`src/rtl/multicycle_controller.sv`:
```
// multicycle_controller: multicycle RV32I control FSM with a memory-ready stall handshake.
// Define CTRL_ILLEGAL_TRAP_EN to trap unknown opcodes in ERROR (otherwise they retire as a NOP).
module multicycle_controller #(
    parameter int unsigned ALUCTRL_W = 4
) (
    input  logic                 clk,
    input  logic                 reset,
    input  logic [6:0]           op,
    input  logic [2:0]           funct3,
    input  logic                 funct7b5,
    input  logic                 Zero,
    input  logic                 Lt,
    input  logic                 Ltu,
    input  logic                 MemReady,
    output logic                 PCWrite,
    output logic                 IRWrite,
    output logic                 RegWrite,
    output logic                 MemWrite,
    output logic                 AdrSrc,
    output logic [1:0]           ALUSrcA,
    output logic [1:0]           ALUSrcB,
    output logic [1:0]           ResultSrc,
    output logic [2:0]           ImmSrc,
    output logic [ALUCTRL_W-1:0] ALUControl,
    output logic                 Illegal
);

    localparam logic [6:0] OP_LOAD   = 7'b0000011;
    localparam logic [6:0] OP_STORE  = 7'b0100011;
    localparam logic [6:0] OP_RTYPE  = 7'b0110011;
    localparam logic [6:0] OP_ITYPE  = 7'b0010011;
    localparam logic [6:0] OP_BRANCH = 7'b1100011;
    localparam logic [6:0] OP_JAL    = 7'b1101111;
    localparam logic [6:0] OP_JALR   = 7'b1100111;
    localparam logic [6:0] OP_LUI    = 7'b0110111;
    localparam logic [6:0] OP_AUIPC  = 7'b0010111;

    typedef enum logic [3:0] {
        FETCH, DECODE, MEMADR, MEMREAD, MEMWB, MEMWRITE, EXECR, EXECI,
        ALUWB, BRANCH, JAL, JALR, JALRJ, LUI, AUIPC
`ifdef CTRL_ILLEGAL_TRAP_EN
        , ERROR
`endif
    } state_t;

    typedef enum logic [3:0] {
        ALU_ADD  = 4'd0, ALU_SUB  = 4'd1, ALU_AND = 4'd2, ALU_OR  = 4'd3,
        ALU_XOR  = 4'd4, ALU_SLT  = 4'd5, ALU_SLTU = 4'd6, ALU_SLL = 4'd7,
        ALU_SRL  = 4'd8, ALU_SRA  = 4'd9, ALU_PASSB = 4'd10
    } alu_t;

    state_t state, state_next;
    alu_t   alu;
    logic   pcw, irw, regw, memw;

    function automatic alu_t exec_alu(input logic [2:0] f3, input logic alt_sub, input logic alt_sra);
        case (f3)
            3'b000:  return alt_sub ? ALU_SUB : ALU_ADD;
            3'b001:  return ALU_SLL;
            3'b010:  return ALU_SLT;
            3'b011:  return ALU_SLTU;
            3'b100:  return ALU_XOR;
            3'b101:  return alt_sra ? ALU_SRA : ALU_SRL;
            3'b110:  return ALU_OR;
            default: return ALU_AND;
        endcase
    endfunction

    function automatic logic branch_taken(input logic [2:0] f3, input logic z, input logic lt, input logic ltu);
        case (f3)
            3'b000:  return z;
            3'b001:  return ~z;
            3'b100:  return lt;
            3'b101:  return ~lt;
            3'b110:  return ltu;
            3'b111:  return ~ltu;
            default: return 1'b0;
        endcase
    endfunction

    always_ff @(posedge clk or posedge reset) begin
        if (reset) state <= FETCH;
        else       state <= state_next;
    end

    always_comb begin
        state_next = state;
        pcw        = 1'b0;
        irw        = 1'b0;
        regw       = 1'b0;
        memw       = 1'b0;
        AdrSrc     = 1'b0;
        ALUSrcA    = 2'b00;
        ALUSrcB    = 2'b00;
        ResultSrc  = 2'b00;
        alu        = ALU_ADD;
        Illegal    = 1'b0;
        case (state)
            FETCH: begin
                ALUSrcB   = 2'b10;
                ResultSrc = 2'b10;
                irw       = MemReady;
                pcw       = MemReady;
                if (MemReady) state_next = DECODE;
            end
            DECODE: begin
                ALUSrcA = 2'b01;
                ALUSrcB = 2'b01;
                case (op)
                    OP_LOAD, OP_STORE: state_next = MEMADR;
                    OP_RTYPE:          state_next = EXECR;
                    OP_ITYPE:          state_next = EXECI;
                    OP_BRANCH:         state_next = BRANCH;
                    OP_JAL:            state_next = JAL;
                    OP_JALR:           state_next = JALR;
                    OP_LUI:            state_next = LUI;
                    OP_AUIPC:          state_next = AUIPC;
`ifdef CTRL_ILLEGAL_TRAP_EN
                    default:           state_next = ERROR;
`else
                    default:           state_next = FETCH;
`endif
                endcase
            end
            MEMADR: begin
                ALUSrcA    = 2'b10;
                ALUSrcB    = 2'b01;
                state_next = op[5] ? MEMWRITE : MEMREAD;
            end
            MEMREAD: begin
                AdrSrc = 1'b1;
                if (MemReady) state_next = MEMWB;
            end
            MEMWB: begin
                ResultSrc  = 2'b01;
                regw       = 1'b1;
                state_next = FETCH;
            end
            MEMWRITE: begin
                AdrSrc = 1'b1;
                memw   = 1'b1;
                if (MemReady) state_next = FETCH;
            end
            EXECR: begin
                ALUSrcA    = 2'b10;
                alu        = exec_alu(funct3, funct7b5, funct7b5);
                state_next = ALUWB;
            end
            EXECI: begin
                ALUSrcA    = 2'b10;
                ALUSrcB    = 2'b01;
                alu        = exec_alu(funct3, 1'b0, funct7b5);
                state_next = ALUWB;
            end
            ALUWB: begin
                regw       = 1'b1;
                state_next = FETCH;
            end
            BRANCH: begin
                ALUSrcA    = 2'b10;
                alu        = ALU_SUB;
                pcw        = branch_taken(funct3, Zero, Lt, Ltu);
                state_next = FETCH;
            end
            // PC takes the target held in ALUOut while the ALU forms OldPC+4 for the link
            JAL, JALRJ: begin
                pcw        = 1'b1;
                ALUSrcA    = 2'b01;
                ALUSrcB    = 2'b10;
                state_next = ALUWB;
            end
            JALR: begin
                ALUSrcA    = 2'b10;
                ALUSrcB    = 2'b01;
                state_next = JALRJ;
            end
            LUI: begin
                ALUSrcB    = 2'b01;
                alu        = ALU_PASSB;
                state_next = ALUWB;
            end
            AUIPC: begin
                ALUSrcA    = 2'b01;
                ALUSrcB    = 2'b01;
                state_next = ALUWB;
            end
`ifdef CTRL_ILLEGAL_TRAP_EN
            ERROR: Illegal = 1'b1;
`endif
            default: state_next = FETCH;
        endcase
    end

    // Reset forces FETCH asynchronously, so strobes are also masked to keep them low while it is held
    assign PCWrite  = pcw  & ~reset;
    assign IRWrite  = irw  & ~reset;
    assign RegWrite = regw & ~reset;
    assign MemWrite = memw & ~reset;

    always_comb begin
        ALUControl      = '0;
        ALUControl[3:0] = alu;
    end

    always_comb begin
        case (op)
            OP_STORE:          ImmSrc = 3'b001;
            OP_BRANCH:         ImmSrc = 3'b010;
            OP_JAL:            ImmSrc = 3'b011;
            OP_LUI, OP_AUIPC:  ImmSrc = 3'b100;
            default:           ImmSrc = 3'b000;
        endcase
    end

endmodule
```
`config.mk`:
```
export PLATFORM = sky130hd
export DESIGN_NAME = multicycle_controller
export DESIGN_NICKNAME = d
export VERILOG_FILES = /design/src/rtl/multicycle_controller.sv
export SDC_FILE = /design/constraint.sdc
export NUM_CORES = 1
export LEC_CHECK = 0
export CAP_MARGIN = 20
export CORE_ASPECT_RATIO = 0.75
export CORE_MARGIN = 3
export CORE_UTILIZATION = 40
export DETAILED_ROUTE_END_ITERATION = 8
export PLACE_DENSITY = 0.77
export SKIP_CTS_REPAIR_TIMING = 1
export SLEW_MARGIN = 20
export SYNTH_ARGS = -nofsm -noshare
export SYNTH_HDL_FRONTEND = slang
export SYNTH_SLANG_ARGS = --single-unit
```
`constraint.sdc`:
```
create_clock -name clk -period 2 [get_ports clk]
set_clock_uncertainty 0.2 [all_clocks]
set_input_delay 0.3 -clock clk [delete_from_list [all_inputs] [get_ports clk]]
set_output_delay 0.3 -clock clk [all_outputs]
set_load 0.02 [all_outputs]
```
### After elaboration in Yosys (flattened, before gate mapping)

Cells that the tools add are included.

* output and inout port bits: 19
* bits of input ports: 17
* logic and storage cells: 76
* bits in registers: 4

* muxes and demuxes: 21
* bitwise logic cells: 8
* reduce and logical (&&, ||, !) cells: 13
* eq/ne operators: 33

Operators with widths (count)
* case mux 4 bit (7 select lines): 3
* case mux 4 bit (8 select lines): 1
* == test 4 bit, second input constant: 7
* == test 7 x 6 -> 1 bit, second input constant: 3
* == test 7 bit, second input constant: 3
* == test 4 x 3 -> 1 bit, second input constant: 4
* case mux 4 bit (4 select lines): 1
* == test 7 x 5 -> 1 bit, second input constant: 2
* == test 3 bit, second input constant: 4
* 2-to-1 mux 4 bit: 3
* case mux 2 bit (2 select lines): 3
* case mux 3 bit (4 select lines): 1
* OR reduction 6 bit: 2
* OR reduction 2 bit: 5
* == test 4 x 2 -> 1 bit, second input constant: 2
* == test 7 x 2 -> 1 bit, second input constant: 1
* == test 3 x 2 -> 1 bit, second input constant: 2
* 2-to-1 mux 1 bit: 6
* != test 2 bit, second input constant: 3
* case mux 1 bit (6 select lines): 1
* OR reduction 5 bit: 1
* AND 1 bit: 4
* == test 4 x 1 -> 1 bit, second input constant: 1
* zero test 4 bit: 1
* 8 further kinds: 11

### Logic depth before layout (Yosys ltp)

* depth after elaboration: 4
* gate-level depth with buffers: 5
* depth with buffers taken out: 4

### Worst setup path before layout

Ideal clock, no wire load.

* path type: flip-flop to output port
* start point: register state[2]
* end point: output port IRWrite
* required time: 1.500 ns
* buffers on the path: 0
* arrival: 1.533 ns
* setup slack: -0.033 ns
* stages on the path, launching flop included: 4
* cell sequence: dfrtp_1 > or2_1 > nor3_1 > and3_1

* cells in the longest elaborated chain, start to end: 3

RTL lines
* from (decl): RTL line 52 `state_t state, state_next;`
* from (signal assigned): RTL line 83 `else state <= state_next;`
* zero test 4 bit: RTL line 98 `case (state)`
* 2-to-1 mux 1 bit: RTL line 98
* AND 1 bit: RTL line 196 `assign IRWrite = irw & ~reset;`
* to (decl): RTL line 16 `output logic IRWrite,`

No other way between the ends.

### Final worst setup path

* start point: register state[2]
* end point: output port PCWrite

* cells in the longest elaborated chain, start to end: 4
* elaborated cells on any way between the ends: 7
* classes of those cells: 3 x eq/ne; 1 x mux; 1 x bitwise; 2 x reduce/logical

RTL lines
* == test 4 bit: RTL line 98
* OR reduction 2 bit
* case mux 1 bit (3 select lines) *: RTL line 98
* AND 1 bit *: RTL line 195 `assign PCWrite = pcw & ~reset;`
* to (decl): RTL line 15 `output logic PCWrite,`

Mark *: on every way between the ends. The rest lies on a longest branch, timed or not.

==> impl_metrics.toml <==
[global_route]
grt_overflow_total = 0
maximum_number_of_pins_on_one_net_before_global_route_repair = 10
track_usage_pct = 23.13
number_of_global_route_vias_before_repair = 1032
grt_pass1_wl_um = 4540
antenna_found_initial = 0

[finish]
finish.utilization_pct = 84.26
antenna_cells_inserted = 0
post_route_cells_drive_above_1_share_pct = 46.45
sequential_cell_area_um2 = 102.6
layout.cells.non_filler = 205
largest_register_ff_count = 4
mostFrequentLayoutCells = "47 x sky130_fd_sc_hd__buf_4, 11 x sky130_fd_sc_hd__a21oi_1, 10 x sky130_fd_sc_hd__clkdlybuf4s50_1, 10 x sky130_fd_sc_hd__dlymetal6s2s_1, 8 x sky130_fd_sc_hd__inv_1"
largest_registers = "state x4"
layout_commonest_cell = "sky130_fd_sc_hd__buf_4"
nets = 202
areaGrowthSynthToFinish_pct = 95.74
fillers = 100
largest-register = "state"
area_of_the_multi_input_gates_um2 = 644.4

[worst_setup_path]
launching_point_of_the_worst_reg2reg_path = "state[2]"
critical_path.reg2reg.endpoint = "state[0]"
critical_path_arrival_ns = 1.73
timing_worst_setup_path_type = "reg -> out"
end_kind = "primary output"
worst-r2r-cell-count = 7
critical_path_start_type = "flop"
cp_max_fo = 5
regToRegSetupSlack_ns = 0.23
worst_ep_required_time_ns = 1.50

[synth]
ys_seq_area_share_pct = 13.11
yosys.cell_types.count = 46
ys_ff_latch = 4
syn_nets = 125
yosys_warnings = 0
syn_area_um2 = 763.2
postSynthCellCount = 108
post_synth.cell_area_avg_um2 = 7.067

[timing]
setup_ws_ns = -0.2326
finalMaxSlewViolations = 0
min_period_ns = 2.233
timing.final.setup_violations = 6
setup_repair_after_global_routing_missed_its_margin = "true"
timing_hold_violations_final = 0
achievable_clock_frequency_ghz = 0.4479
final.period_utilization_pct = 111.6

[clock_tree]
cts.sinks = 4
root_buffer = "sky130_fd_sc_hd__clkbuf_4"
cts_tree = "built"
ctsLongestPathBuffers = 2
clock_edge_transition_at_the_registers_on_the_reported_setup_and_hold_paths_ns = 0.04
htreeDepth = 1
cts-buffers-inserted = 3
clkLatencyLatePin_ns = 0.23

[place]
numPortBuffers = 34
gp_congestion = 0.8469
numPlacedInstances = 199
dp_hpwl_um = 2367
post_place_setup_slack_ns = -0.6450

[min_path]
hold_path_class = "in -> async"

[routing]
drt-vias-per-instance = 5.795
drc_violation_total_after_the_first_tritonroute_iteration = 54
detail_route.first_pass.iterations = 4
met3_wirelength_um = 283
via_count = 1188
routed_wirelength_um = 3606
detail-route-antenna-nets = 0
routedWlPerCell_um = 17.59
drcViolationCount = 0
top_layer = "met4"
routedLengthMet1_um = 1386
met2WireLength_um = 1770

[floorplan]
initial_utilization_pct = 43.05
die_height_um = 43.83
core-area_um2 = 1773
design.die.area_um2 = 2474
ioPinCount = 36
die_extent_in_x_um = 56.44
row_count = 13

[power]
fin_total_pwr_uw = 983.6
vdd_ir_drop_max_v = 0.0006639
p_per_area_nw_per_um2 = 658.4
power.leakage_nw = 0.7932

[status]
violations = "negative setup slack"
run_status = "finished, violations left"

[run]
max_cap_viol_count = 0
[routing by layer]
| metal | up-vias | global-route usage, % |
|---|---|---|
| met5 | - | 0 |
| met4 | 0 | 5.687 |
| met3 | 20 | 2.083 |
| met2 | 75 | 42.63 |
| met1 | 550 | 29.20 |
| li1 | 543 | - |
[kinds of logic after synthesis]
| family | share of synthesized area, % |
|---|---|
| AND/OR/NAND/NOR | 37.22 |
| AO/OA/AOI/OAI | 30.00 |
| buffers and inverters | 9.507 |
| XOR/XNOR | 6.887 |
| flip-flops | 13.12 |
| multiplexers | 2.787 |
| other | 0.4913 |
[report_power, final]
part	leakage [nW]	internal [mW]	total (mW)	switching, mW
clock network	0.0138	0.0670	0.0976	0.0306
registers	0.0508	0.0961	0.119	0.0231
logic	0.729	0.371	0.767	0.396
total	0.793	0.534	0.984	0.449
[critical path, cell delays in order (launching register included)]
cell	delay, ns
sky130_fd_sc_hd__dfrtp_1	0.43
sky130_fd_sc_hd__or2_1	0.27
sky130_fd_sc_hd__o211a_1	0.22
sky130_fd_sc_hd__a21oi_1	0.19
sky130_fd_sc_hd__a32o_1	0.21
sky130_fd_sc_hd__buf_2	0.17
[synthesized netlist by cell type, drive strengths merged]
cell type	instances	area, µm²
a2111oi	1	8.760
a21oi	12	60.06
a2bb2oi	1	8.760
a31o	1	8.760
a32o	2	20.02
and2	1	8.760
and3	3	20.02
and3b	1	8.760
buf	6	35.03
clkbuf	1	3.750
conb	1	3.750
dfrtp	4	100.1
inv	9	33.78
mux2	1	11.26
mux2i	1	10.01
nand2	9	50.05
nand2b	3	33.79
nand3	3	15.01
nand3b	1	7.510
nor2	7	28.78
nor2b	5	33.78
nor3	7	40.04
nor4	3	25.02
o2111ai	1	8.760
o211a	1	10.01
o211ai	1	7.510
o21ai	8	40.03
o22ai	1	6.260
o2bb2ai	1	8.760
o31ai	2	15.01
o32a	1	10.01
o32ai	1	16.27
or2	1	6.260
or3	1	6.260
xnor2	3	26.28
xor2	3	26.28
[through the flow]
stage	cell area [µm²]	TNS, ns	hold slack (ns)
floorplan	768.2	0	-0.1204
global placement	1413	-4.519	0.5269
detailed placement	1413	-5.252	0.5424
CTS	1435	-7.675	0.3701
global route	1494	-0.7377	0.4447
finish	1494	-0.3436	0.4342
[cell type report]
type / count / share of cell area (%)
repair buffers: 79 / 44.39
inverters: 9 / 2.261
clock buffers: 3 / 1.508
multi-input cells: 88 / 43.13
well taps: 22 / 1.843
flip-flops and latches: 4 / 6.868
[how the worst max path moves through the flow]
stage	cells after the start	slack [ns]	from	end
after CTS	4	-0.67	state[2]	PCWrite
after global placement	5	-0.51	funct3[2]	PCWrite
final	5	-0.23	state[2]	PCWrite
after global routing	5	-0.28	state[2]	PCWrite
after floorplan	4	0.02	state[3]	RegWrite
after detailed placement	5	-0.64	funct3[2]	PCWrite
No activity file was read; power rests on OpenSTA's default activity.
